File: config.mk
export PLATFORM = sky130hd
export DESIGN_NAME = instr_fetch
export DESIGN_NICKNAME = d
export VERILOG_FILES = /design/src/rtl/instr_fetch.sv
export SDC_FILE = /design/constraint.sdc
export NUM_CORES = 1
export LEC_CHECK = 0
export BUFFER_PORTS_ARGS = -buffer_cell sky130_fd_sc_hd__buf_2
export CAP_MARGIN = 40
export CORE_MARGIN = 5
export CORE_UTILIZATION = 57
export DETAILED_ROUTE_END_ITERATION = 16
export GPL_ROUTABILITY_DRIVEN = 0
export PLACE_DENSITY = 0.87
export SLEW_MARGIN = 10
export SYNTH_ARGS = -nofsm -noshare
export SYNTH_HDL_FRONTEND = slang
export SYNTH_SLANG_ARGS = --single-unit
File: constraint.sdc
create_clock -name clk -period 42.1 [get_ports clk]
set_clock_uncertainty 0.2 [all_clocks]
set_input_delay 8.42 -clock clk [delete_from_list [all_inputs] [get_ports clk]]
set_output_delay 8.42 -clock clk [all_outputs]
set_load 0.01 [all_outputs]
File: src/rtl/instr_fetch.sv
// rtl/instr_fetch.sv - instruction fetch stage: one outstanding request, IF/ID register with skid buffer.
// Optional decode back-pressure counter enabled by defining FETCH_STALL_CNT_EN.
module instr_fetch #(
  parameter int unsigned PC_INC = 4
) (
  input  logic        clk,
  input  logic        reset,
  input  logic [63:0] pc_cur,
  output logic [63:0] pc_next,
  output logic        imem_req,
  output logic [63:0] imem_addr,
  input  logic        imem_gnt,
  input  logic        imem_rvalid,
  input  logic [31:0] imem_rdata,
  input  logic        redirect,
  input  logic [63:0] redirect_pc,
  input  logic        id_ready,
  output logic        id_valid,
  output logic [31:0] id_instr,
  output logic [63:0] id_pc,
  output logic [31:0] stall_cnt
);

  typedef enum logic [1:0] {
    FETCH = 2'd0,
    WAIT  = 2'd1,
    HOLD  = 2'd2,
    DRAIN = 2'd3
  } state_t;

  state_t      state, state_d;
  logic [63:0] req_pc, req_pc_d;
  logic        id_valid_d;
  logic [31:0] id_instr_d;
  logic [63:0] id_pc_d;
  logic        skid_valid, skid_valid_d;
  logic [31:0] skid_instr, skid_instr_d;
  logic [63:0] skid_pc, skid_pc_d;
  logic        slot_free;

  assign imem_addr = pc_cur;
  assign slot_free = !id_valid || id_ready;

  always_ff @(posedge clk or posedge reset) begin
    if (reset) begin
      state      <= FETCH;
      req_pc     <= '0;
      id_valid   <= 1'b0;
      id_instr   <= '0;
      id_pc      <= '0;
      skid_valid <= 1'b0;
      skid_instr <= '0;
      skid_pc    <= '0;
    end else begin
      state      <= state_d;
      req_pc     <= req_pc_d;
      id_valid   <= id_valid_d;
      id_instr   <= id_instr_d;
      id_pc      <= id_pc_d;
      skid_valid <= skid_valid_d;
      skid_instr <= skid_instr_d;
      skid_pc    <= skid_pc_d;
    end
  end

  always_comb begin
    state_d      = state;
    req_pc_d     = req_pc;
    id_valid_d   = id_ready ? 1'b0 : id_valid;
    id_instr_d   = id_instr;
    id_pc_d      = id_pc;
    skid_valid_d = skid_valid;
    skid_instr_d = skid_instr;
    skid_pc_d    = skid_pc;
    pc_next      = pc_cur;
    imem_req     = (state == FETCH) && !redirect && !reset;

    case (state)
      FETCH: begin
        if (imem_req && imem_gnt) begin
          req_pc_d = pc_cur;
          pc_next  = pc_cur + 64'(PC_INC);
          state_d  = WAIT;
        end
      end
      WAIT: begin
        if (imem_rvalid) begin
          if (slot_free) begin
            id_valid_d = 1'b1;
            id_instr_d = imem_rdata;
            id_pc_d    = req_pc;
            state_d    = FETCH;
          end else begin
            skid_valid_d = 1'b1;
            skid_instr_d = imem_rdata;
            skid_pc_d    = req_pc;
            state_d      = HOLD;
          end
        end
      end
      HOLD: begin
        if (id_ready) begin
          id_valid_d   = 1'b1;
          id_instr_d   = skid_instr;
          id_pc_d      = skid_pc;
          skid_valid_d = 1'b0;
          state_d      = FETCH;
        end
      end
      DRAIN: begin
        if (imem_rvalid) state_d = FETCH;
      end
      default: state_d = FETCH;
    endcase

    // A redirect flushes everything; a request still in flight must be drained first.
    if (redirect) begin
      pc_next      = redirect_pc;
      id_valid_d   = 1'b0;
      id_instr_d   = id_instr;
      id_pc_d      = id_pc;
      skid_valid_d = 1'b0;
      if ((state == WAIT || state == DRAIN) && !imem_rvalid) state_d = DRAIN;
      else                                                  state_d = FETCH;
    end

    if (reset) pc_next = pc_cur;
  end

`ifdef FETCH_STALL_CNT_EN
  logic [31:0] stall_cnt_q;

  always_ff @(posedge clk or posedge reset) begin
    if (reset)                                                stall_cnt_q <= '0;
    else if (id_valid && !id_ready && stall_cnt_q != '1)      stall_cnt_q <= stall_cnt_q + 32'd1;
  end

  assign stall_cnt = stall_cnt_q;
`else
  assign stall_cnt = '0;
`endif

endmodule
**Yosys cells after proc, flatten, opt, wreduce, memory -nomap -nowiden**

Index checks and enable logic that the tools add are counted.

- $add $sub $neg: 1
- Equal/unequal tests: 10
- Mux-type cells: 26
- Bitwise logic cells: 2
- Reduce and logical (&&, ||, !) cells: 16

Operators by type and width:

| operator | number |
|---|---|
| $mux W64 | 7 |
| $pmux W64 S2 | 1 |
| $mux W32 | 3 |
| $add A64 B3 Y64 const B | 1 |
| $pmux W32 S2 | 1 |
| $mux W2 | 7 |
| $ne A3 B3 Y1 const B | 3 |
| $pmux W2 S4 | 1 |
| $ne A2 B2 Y1 const B | 3 |
| $mux W1 | 5 |
| $reduce_and A5 Y1 | 1 |
| $eq A2 B2 Y1 const B | 2 |
| $logic_and A1 B1 Y1 | 4 |
| $logic_not A1 Y1 | 4 |
| $reduce_and A4 Y1 | 1 |
| $ne A3 B2 Y1 const B | 1 |
| $reduce_and A3 Y1 | 1 |
| $eq A2 B1 Y1 const B | 1 |
| $logic_not A2 Y1 | 1 |
| $logic_or A1 B1 Y1 | 2 |
| $not A1 Y1 | 2 |
| $pmux W1 S2 | 1 |
| $reduce_and A2 Y1 | 1 |
| $reduce_bool A2 Y1 | 1 |

- Flip-flop bits (word level): 259
- Input bits: 166
- Output and inout port bits: 258
- Word-level logic and storage cells: 62

**Logic depth before layout (Yosys ltp)**

- Depth after elaboration: 8
- Mapped depth: 10
- Depth with buffers taken out: 7

**Worst setup path after synthesis**

Ideal clock, no wire load.

- Kind: input -> output
- Start point: input port reset
- End point: output port pc_next[10]
- Arrival: 17,480 ps
- Required time: 33,480 ps
- Path slack: 16,000 ps
- Cell stages on the path: 5
- Path buffers: 3
- Cell sequence: clkbuf_1 > inv_1 > clkbuf_1 > buf_1 > a21oi_1

- Cells in the longest elaborated chain, start to end: 7

Ends and longest elaborated chain:

| element | RTL line | RTL |
|---|---|---|
| from (decl) | 7 | `input logic reset,` |
| $logic_not A1 Y1 | 76 | `imem_req = (state == FETCH) && !redirect && !reset;` |
| $logic_and A1 B1 Y1 | 76 |  |
| $logic_and A1 B1 Y1 | 80 | `if (imem_req && imem_gnt) begin` |
| $mux W64 | 80 |  |
| $mux W64 | 78 | `case (state)` |
| $mux W64 | 117 | `if (redirect) begin` |
| $mux W64 (*) | 127 | `if (reset) pc_next = pc_cur;` |
| to (decl) | 9 | `output logic [63:0] pc_next,` |

Every way passes the cells marked *; elsewhere a longest branch is shown, timed or not.

**Worst setup path after layout**

- Start point: input port reset
- End point: output port pc_next[4]

The elaborated chain is that of the path after synthesis.

==> results.toml <==
[critical_path]
cp.arrival_ps = 11400
cp-start-kind = "input pin"
required_ps = 33480
cp.buffers_inverters = 7
cp_common_cell = "buf_4"
endpoint_kind = "output port"
crit_type = "input pin to output port"
cpPeakStageDelay_ps = 710
critPathTopFamily = "buffers and inverters"
cp_max_fo = 85
worstPathCellList = "buf_2 > buf_4 > inv_8 > buf_4 > buf_16 > buf_4 > o21a_1 > o22a_1 > buf_2"
slowest_stage = "buf_4"

[logic_synthesis]
synth_most_common_cell = "dfrtp_1"
synth_edf_count = 0
syn_inst = 1488
synth_cell_types = 67
synth_area_leaders = "dfrtp_1 (46%), mux2_2 (7.7%), mux2i_1 (7.4%)"
netlist.area_leader.share_pct = 45.9
syn_avg_cell_area_sq_um = 9.49
yosys.area.top_type = "dfrtp_1"
synth_commonest_cells = "dfrtp_1 (259), nand2_1 (217), nor2_1 (141)"
seq_area_frac_synth_pct = 45.9
synth-seq-cells = 259
ys.flop_type = "dfrtp_1"
synthArstFlopShare_pct = 100
synth_area_sq_um = 14100
synth_warnings = 0

[drt]
drc = 0
vias_per_cell = 6.12
num_vias = 12900
ant_nets = 0
routedWlPerCell_microns = 21.8
drt-pass1-iter-count = 6
drt_iter0_drc = 1568
routed_wl_microns = 45800

[finish]
diodes = 0
drive_gt1_share_pct = 32.3
finalNetCount = 1934
stdcell_count = 2105
area_delta_synth_final_pct = 17.9

[global_routing]
grt_use_total_pct = 31.1
grt_max_degree = 93
first_global_vias = 12900
grt_overflow = 0
grt_pass1_wl_microns = 70800
antenna_found_initial = 1

[timing]
hold_viol = 0
timing.final.crit_share_pct = 47.6
fin_setup_tns_ps = 0
slew_viol_final = 0
fmax_mhz = 49.9
slew_headroom_pct = 40.3
tightest_slew_ps = 887
layout_min_cycle_time_ps = 20020
final-setup-viol-count = 0
rsz0062_at_grt = "no"

[clocking]
clkTransAtPathRegs_ps = 60
cts-root-buf = "clkbuf_16"
cts_tree = "yes"
cts_sinks = 259
h-tree-depth = 1
cts_resized = 0
clock_path_buffers = 3
postCtsSetupBuffers = 0
cts_hold_buf = 0
insertion_delay_ps = 520
numCtsBuffers = 27

[placement]
placed_cells = 2057
io_buffer_count = 391
place_hpwl_microns = 32200

[pwr]
p_per_area_nw_per_um2 = 61.8
peakVddDrop_v = 0.0000457
leakage_nw = 7.94

[die]
dieArea_sq_um = 28000
fp.dieW_microns = 167
ioPinCount = 424
die_y_microns = 167
rows = 57
coreArea_sq_um = 24400
initial_utilization_pct = 57.9

[worst_hold_path]
hold_path.class = "register to register"

[status]
status = "finished clean"

[job]
drv_cap = 0
## per-layer routing
layer | wire, microns | vias up | track usage [%]
met5 | 20 | - | 0
met4 | 1920 | 2 | 12.5
met3 | 4730 | 137 | 6.81
met2 | 22000 | 836 | 51.4
met1 | 17200 | 6215 | 40.2
li1 | - | 5703 | -
## worst register-to-register path: stages, from the launching register on
cell and delay [ps]:
dfrtp_1 400, inv_1 120, ha_4 400, nand2b_1 220, and4_4 810, buf_4 410
buf_16 340, nor2_1 150, a21oi_1 170
## per-stage QoR
step | area [sq um] | utilization [%] | worst slack, ps | power (mW) | hold slack (ps)
2_1_floorplan | 14200 | - | 16000 | 0.660 | 263
3_3_place_gp | 15700 | 64.2 | 21870 | 0.769 | 276
4_1_cts | 16600 | 68.3 | 22030 | 1.03 | 298
6_report | 16600 | 68.3 | 22080 | 1.03 | 297
3_5_place_dp | 15800 | 64.7 | 22050 | 0.796 | 282
5_1_grt | 16600 | 68.3 | 21780 | 1.09 | 322
## flip-flops by register name, indices dropped and copies added (netlist names)
signal / cells
id_pc: 64
req_pc: 64
skid_pc: 64
id_instr: 32
skid_instr: 32
state: 2
id_valid: 1
## area by class of cell
type                    instances  area (sq um)
well taps                     324           405
clock inverters                12          98.8
repair buffers                409          2180
multi-input cells            1051          6650
clock buffers                  36           769
inverters                      14          60.1
flip-flops and latches        259          6480
fillers                      1832          7740
## cells in the final DEF, fill, tap and decap left out, types with 8 or more instances in the layout
cell / netlist / final
and4_1: 9 / 8
nand2_1: 217 / 217
o22a_1: 8 / 8
a21oi_1: 126 / 126
o21a_1: 8 / 8
nand3_1: 52 / 51
or4_1: 8 / 8
inv_1: 13 / 12
mux2_2: 97 / 97
nand4_1: 27 / 27
a311oi_1: 8 / 8
nor3_1: 27 / 27
nor2_1: 141 / 140
and3_1: 10 / 10
nor4_1: 20 / 20
o21ai_0: 26 / 26
clkbuf_16: 0 / 27
buf_4: 96 / 13
mux2i_1: 105 / 105
dfrtp_1: 259 / 259
a22oi_1: 14 / 14
buf_2: 9 / 391
conb_1: 1 / 32
o22ai_1: 18 / 18
## kinds of logic after synthesis
kind of cell | synth area share, %
AOI/OAI and AO/OA | 10.8
xor gates and xnor gates | 0.0620
adders and majority gates | 0.532
buffers and inverters | 8.30
DFF | 45.9
muxes | 15.3
other | 0.0266
and+or+nand+nor | 19.1
## where the power goes
| group | total, mW | switching (mW) | internal, mW |
|---|---|---|---|
| Combinational | 0.354 | 0.201 | 0.153 |
| Clock | 0.232 | 0.0979 | 0.134 |
| Sequential | 0.443 | 0.0736 | 0.370 |
## path summary, 6_finish.rpt
path	from	end	slack (ps)	cells after the start
max in group asynchronous	reset	skid_instr[2]$_DFFE_PP0P_	31540	6
min reg2reg	req_pc[20]$_DFFE_PP0P_	req_pc[20]$_DFFE_PP0P_	300	2
min	req_pc[20]$_DFFE_PP0P_	req_pc[20]$_DFFE_PP0P_	300	2
min in group asynchronous	reset	skid_pc[46]$_DFFE_PP0P_	8230	3
max	reset	pc_next[4]	22080	9
max reg2reg	state[0]$_DFFE_PP0P_	id_instr[14]$_DFFE_PP0P_	38830	8
Note: power is estimated with default switching activity, not from simulation.
